File: config.mk
export PLATFORM = sky130hd
export DESIGN_NAME = fnn_argmax
export DESIGN_NICKNAME = d
export VERILOG_FILES = /design/src/rtl/fnn_pkg.sv /design/src/rtl/fnn_argmax_cmp.sv /design/src/rtl/fnn_argmax.sv
export SDC_FILE = /design/constraint.sdc
export NUM_CORES = 1
export LEC_CHECK = 0
export ABC_AREA = 1
export BUFFER_PORTS_ARGS = -buffer_cell sky130_fd_sc_hd__buf_2
export CAP_MARGIN = 10
export CORE_MARGIN = 2
export CORE_UTILIZATION = 38
export DETAILED_ROUTE_END_ITERATION = 7
export SLEW_MARGIN = 15
export SYNTH_ARGS = -nofsm -noshare
export SYNTH_HDL_FRONTEND = slang
export SYNTH_SLANG_ARGS = --single-unit
File: constraint.sdc
create_clock -name clk -period 7.2 [get_ports clk]
set_input_delay 1.44 -clock clk [delete_from_list [all_inputs] [get_ports clk]]
set_output_delay 1.44 -clock clk [all_outputs]
set_load 0.02 [all_outputs]
File: src/rtl/fnn_pkg.sv
// Shared definitions for the fnn datapath blocks: argmax FSM encoding,
// a constant clog2 helper and the default score width.
package fnn_pkg;

  localparam int DEFAULT_DATA_WIDTH = 16;

  typedef enum logic [1:0] {
    IDLE = 2'd0,
    SCAN = 2'd1,
    DONE = 2'd2
  } argmax_state_t;

  function automatic int clog2(input int value);
    int result;
    int v;
    result = 0;
    v = value - 1;
    while (v > 0) begin
      result = result + 1;
      v = v >> 1;
    end
    return result;
  endfunction

endpackage

File: src/rtl/fnn_argmax_cmp.sv
// Combinational signed compare-and-select: the candidate replaces the current
// best only when strictly greater, so on ties the incumbent is kept.
module fnn_argmax_cmp
  import fnn_pkg::*;
#(
  parameter int DATA_WIDTH = DEFAULT_DATA_WIDTH,
  parameter int IDX_W      = 1
) (
  input  logic [DATA_WIDTH-1:0] cand_val,
  input  logic [IDX_W-1:0]      cand_idx,
  input  logic [DATA_WIDTH-1:0] best_val,
  input  logic [IDX_W-1:0]      best_idx,
  output logic [DATA_WIDTH-1:0] next_val,
  output logic [IDX_W-1:0]      next_idx
);

  logic take;

  assign take     = $signed(cand_val) > $signed(best_val);
  assign next_val = take ? cand_val : best_val;
  assign next_idx = take ? cand_idx : best_idx;

endmodule

File: src/rtl/fnn_argmax.sv
// Sequential argmax over the packed fnn output vector, one score per cycle.
// Optional threshold/reject port pair is enabled by FNN_ARGMAX_THRESH_EN.
module fnn_argmax
  import fnn_pkg::*;
#(
  parameter int OUTPUTS    = 2,
  parameter int DATA_WIDTH = DEFAULT_DATA_WIDTH,
  localparam int IDX_W     = (clog2(OUTPUTS) > 1) ? clog2(OUTPUTS) : 1
) (
  input  logic                          clk,
  input  logic                          rst,
  input  logic                          in_valid,
  output logic                          in_ready,
  input  logic [OUTPUTS*DATA_WIDTH-1:0] in_vector,
  output logic                          out_valid,
  input  logic                          out_ready,
  output logic [IDX_W-1:0]              out_index,
  output logic [DATA_WIDTH-1:0]         out_value
`ifdef FNN_ARGMAX_THRESH_EN
  ,
  input  logic [DATA_WIDTH-1:0]         thresh,
  output logic                          out_reject
`endif
);

  localparam logic [IDX_W-1:0] LAST_IDX   = IDX_W'(OUTPUTS - 1);
  localparam logic [IDX_W-1:0] FIRST_SCAN = (OUTPUTS > 1) ? IDX_W'(1) : '0;

  argmax_state_t state, state_next;

  logic [DATA_WIDTH-1:0] vec_q [OUTPUTS];
  logic [IDX_W-1:0]      cnt;
  logic [IDX_W-1:0]      best_idx;
  logic [DATA_WIDTH-1:0] best_val;
  logic [DATA_WIDTH-1:0] scan_val;
  logic [IDX_W-1:0]      scan_idx;

  fnn_argmax_cmp #(
    .DATA_WIDTH (DATA_WIDTH),
    .IDX_W      (IDX_W)
  ) u_scan_cmp (
    .cand_val (vec_q[cnt]),
    .cand_idx (cnt),
    .best_val (best_val),
    .best_idx (best_idx),
    .next_val (scan_val),
    .next_idx (scan_idx)
  );

  always_ff @(posedge clk) begin
    if (!rst) state <= IDLE;
    else      state <= state_next;
  end

  always_comb begin
    state_next = state;
    in_ready   = 1'b0;
    out_valid  = 1'b0;
    case (state)
      IDLE: begin
        in_ready = 1'b1;
        if (in_valid) begin
          if (OUTPUTS > 1) state_next = SCAN;
          else             state_next = DONE;
        end
      end
      SCAN: begin
        if (cnt == LAST_IDX) state_next = DONE;
      end
      DONE: begin
        out_valid = 1'b1;
        if (out_ready) state_next = IDLE;
      end
      default: state_next = IDLE;
    endcase
  end

  // Scans only the captured copy so in_vector is free to change after accept.
  always_ff @(posedge clk) begin
    if (!rst) begin
      for (int i = 0; i < OUTPUTS; i++) vec_q[i] <= '0;
      cnt      <= '0;
      best_val <= '0;
      best_idx <= '0;
    end else if (state == IDLE) begin
      if (in_valid) begin
        for (int i = 0; i < OUTPUTS; i++) vec_q[i] <= in_vector[i*DATA_WIDTH +: DATA_WIDTH];
        best_val <= in_vector[DATA_WIDTH-1:0];
        best_idx <= '0;
        cnt      <= FIRST_SCAN;
      end
    end else if (state == SCAN) begin
      best_val <= scan_val;
      best_idx <= scan_idx;
      if (cnt != LAST_IDX) cnt <= cnt + IDX_W'(1);
    end
  end

  assign out_index = best_idx;
  assign out_value = best_val;

`ifdef FNN_ARGMAX_THRESH_EN
  logic [DATA_WIDTH-1:0] thresh_q;
  logic [DATA_WIDTH-1:0] thr_val;
  logic [DATA_WIDTH-1:0] thr_ref;
  logic [DATA_WIDTH-1:0] thr_max_unused;
  logic                  thr_rej;
  logic                  rej_q;

  // Threshold as candidate index 1 against the best as index 0: index 1 wins
  // exactly when best < thresh, which is the reject condition.
  assign thr_val = (state == SCAN) ? scan_val : in_vector[DATA_WIDTH-1:0];
  assign thr_ref = (state == SCAN) ? thresh_q : thresh;

  fnn_argmax_cmp #(
    .DATA_WIDTH (DATA_WIDTH),
    .IDX_W      (1)
  ) u_thr_cmp (
    .cand_val (thr_ref),
    .cand_idx (1'b1),
    .best_val (thr_val),
    .best_idx (1'b0),
    .next_val (thr_max_unused),
    .next_idx (thr_rej)
  );

  always_ff @(posedge clk) begin
    if (!rst) begin
      thresh_q <= '0;
      rej_q    <= 1'b0;
    end else if (state == IDLE) begin
      if (in_valid) begin
        thresh_q <= thresh;
        rej_q    <= thr_rej;
      end
    end else if (state == SCAN) begin
      rej_q <= thr_rej;
    end
  end

  assign out_reject = rej_q;
`endif

endmodule

==> results.md <==
* Net Sw Frac at 0.333
* Critical-path cell list: mux2_2 -> ha_1 -> a21oi_1 -> o21ai_1 -> a21oi_1 -> nand2_1 -> nand2_1 -> nand3_4 -> a21oi_1 -> nor2_1
* DRT antenna net count at 0
* Wire per inst at 12.1 microns
* Worst path buffer plus inverter count at 0
* Slew Limit Fails at 0
* Core area at 0.00733 sq mm
* Yosys Warn Count at 0
* Power per cell area at 234 mW/mm^2
* DRT iter0 DRCs at 114
* IO buf count at 54
* Distinct cell type count after synthesis at 26
* Met2 routed WL at 2.75 mm
* DRC at 0
* Max Freq at 335 MHz
* Diodes inserted at 0
* Height of the die at 91.6 microns
* H-tree Lvls at 2
* Seq/Total Area, Yosys at 0.474
* Post-Place Setup Slack at 4.04 ns
* Initial Util at 0.397
* Share of cells above drive strength 1 at 0.206
* Final worst slack at 4.22 ns
* Min-Delay Path Class: reg -> reg
* Most common cell after layout, fill and taps aside: inv_1
* Slowest CP cell: dfxtp_1
* EDFF count, synth at 32
* Root buffer cell: clkbuf_8
* Worst slew pin tran at 1.07 ns
* VDD IR max at 0.0740 mV
* Minimum clock period at 2.98 ns
* Initial antenna violation count at 0
* Worst-path clk slew at 0.09 ns
* GRT Total Usage at 0.150
* Internal Pwr Total at 0.000512 W
* GRT overflow at 0
* Post-Syn Instances at 347
* Max layer used: met4
* DRT Pass-1 Iters at 4
* Average cell area after synthesis at 8.39 sq um
* Status: finished, final reports clean
* Average vias per placed instance at 4.54
* Mapped Area at 0.00291 sq mm
* Most common cell on crit path: a21oi_1
* Clock Skew at 0.00663 ns
* Vias at 2238
* Leakage power at 1.64 nW
* Met1 Wirelength at 2.90 mm
* Fin crit share at 0.414
* #FFs+latches synth at 53
* Synthesis-to-finish area growth at 12.8%
* Worst slew margin at 0.283
* Largest net degree at the start of global routing at 38
* CP Launch Type: flip-flop
* Cell Rows at 31
* CTS tree: done
* Setup crit end kind: flip-flop
* Vias in the first global route at 2079
* Post-synthesis async set-or-reset flop share at 0
* Die width at 91.6 microns
* Crit path max-delay family: flip-flops
* DRT Wirelength at 5.95 mm
* Clock Sink Count at 53
* Sw Pwr at 0.000255 W
* Commonest non-fill, non-tap cells in the layout: inv_1, nor2_1, nand2_1
* Final Hold Vio Count at 0
* Filler cells at 756
* Unrepaired setup endpoints after global routing: false
* Gpl congestion at 0.753
* Wire length on met3 at 242 microns
* Crit-path max FO at 33
* Critical Path AT at 3.17 ns
* Synth Flop Type: edfxtp_1
* Postcts setup bufs at 0
* Final setup TNS at 0 ns
* CTS Buf Count at 5
* Worst-case clock buffer depth at 2
* Setup CP Type: reg -> reg
* Post-detail-place hpwl at 4.32 mm
* Hold slack at 0.489 ns
* Sequential Power Share at 0.489
* Setup violations, final at 0
* Crit path largest cell delay at 0.82 ns
* Gate power share at 0.303
* Die area at 0.00838 sq mm
* Max-cap violation count at 0
* CP required at 7.39 ns
* IO Count at 55
* Nets at 445
* Post-synthesis net count at 399
* Post-cts sizing count at 0
* Hold_buf cts at 0
* First-pass GRT wire length at 9.91 mm
* Clock share of power at 0.207
* Clock latency at the later pin of the worst-skew pair at 0.30 ns
cells by family after synthesis:
kind of cell               share of synthesized area
and+or+nand+nor                                0.198
AOI/OAI and AO/OA                             0.0790
muxes                                         0.0614
buffers and inverters                          0.119
DFF                                            0.474
adders and majority gates                     0.0687
stage by stage:
stage          instance area, sq um  total power [W]  utilization  cells
2_1_floorplan                  2910         0.000560            -    347
3_3_place_gp                   3200         0.000612        0.437    485
6_report                       3280         0.000767        0.448    493
5_1_grt                        3280         0.000823        0.448    493
3_5_place_dp                   3200         0.000616        0.437    485
4_1_cts                        3280         0.000776        0.448    493
registers in the layout, indices dropped and copies added (netlist names), named ones only:
name,count
cnt,1
out_index,1
out_value,16
state,2
vec_q,32
metal layers:
| layer | vias to the layer above | global-route usage |
|---|---|---|
| met4 | 0 | 0.0455 |
| met1 | 986 | 0.205 |
| met5 | - | 0 |
| li1 | 1195 | - |
| met3 | 5 | 0.0274 |
| met2 | 52 | 0.240 |
worst reg2reg max path, stage by stage, from the launching register on:
cell,delay (ns)
dfxtp_1,0.82
mux2_2,0.45
ha_1,0.33
a21oi_1,0.16
o21ai_1,0.08
a21oi_1,0.17
nand2_1,0.08
nand2_1,0.12
nand3_4,0.34
a21oi_1,0.26
nor2_1,0.07
area by class of cell:
cell class | instances | area, sq um | area share
flip-flops and latches | 53 | 1380 | 0.421
clock inverters | 1 | 3.75 | 0.00114
inverters | 63 | 236 | 0.0720
multi-input cells | 215 | 1180 | 0.361
clock buffers | 7 | 76.3 | 0.0232
well taps | 99 | 124 | 0.0377
repair buffers | 55 | 278 | 0.0846
synth_stat cells, types with 4 or more instances:
cell type | count | area, sq um
ha_1 | 16 | 200
nand3_1 | 17 | 85.1
buf_6 | 4 | 45.0
inv_1 | 61 | 229
mux2_2 | 15 | 169
nand2_1 | 56 | 210
dfxtp_1 | 21 | 420
nor2_1 | 58 | 218
clkbuf_1 | 7 | 26.3
o21ai_0 | 16 | 80.1
a21oi_1 | 25 | 125
edfxtp_1 | 32 | 961
path summary, 6_finish.rpt:
path / to / start / slack [ns] / cells after the start
setup reg to reg: out_value[13] / flip-flop / 4.22 / 10
hold reg to reg: state[1] / cnt / 0.49 / 2
setup / recovery: out_value[13] / flip-flop / 4.22 / 10
hold / removal: state[1] / cnt / 0.49 / 2
power by group through the flow:
stage / clock [W] / sequential [W] / combinational [W]
after floorplan: 0 / 0.000394 / 0.000167
after global placement: 0 / 0.000382 / 0.000230
after detailed placement: 0 / 0.000383 / 0.000233
after CTS: 0.000165 / 0.000376 / 0.000235
after global routing: 0.000176 / 0.000380 / 0.000267
final: 0.000159 / 0.000375 / 0.000233
Power figures use the tool's default switching activity.
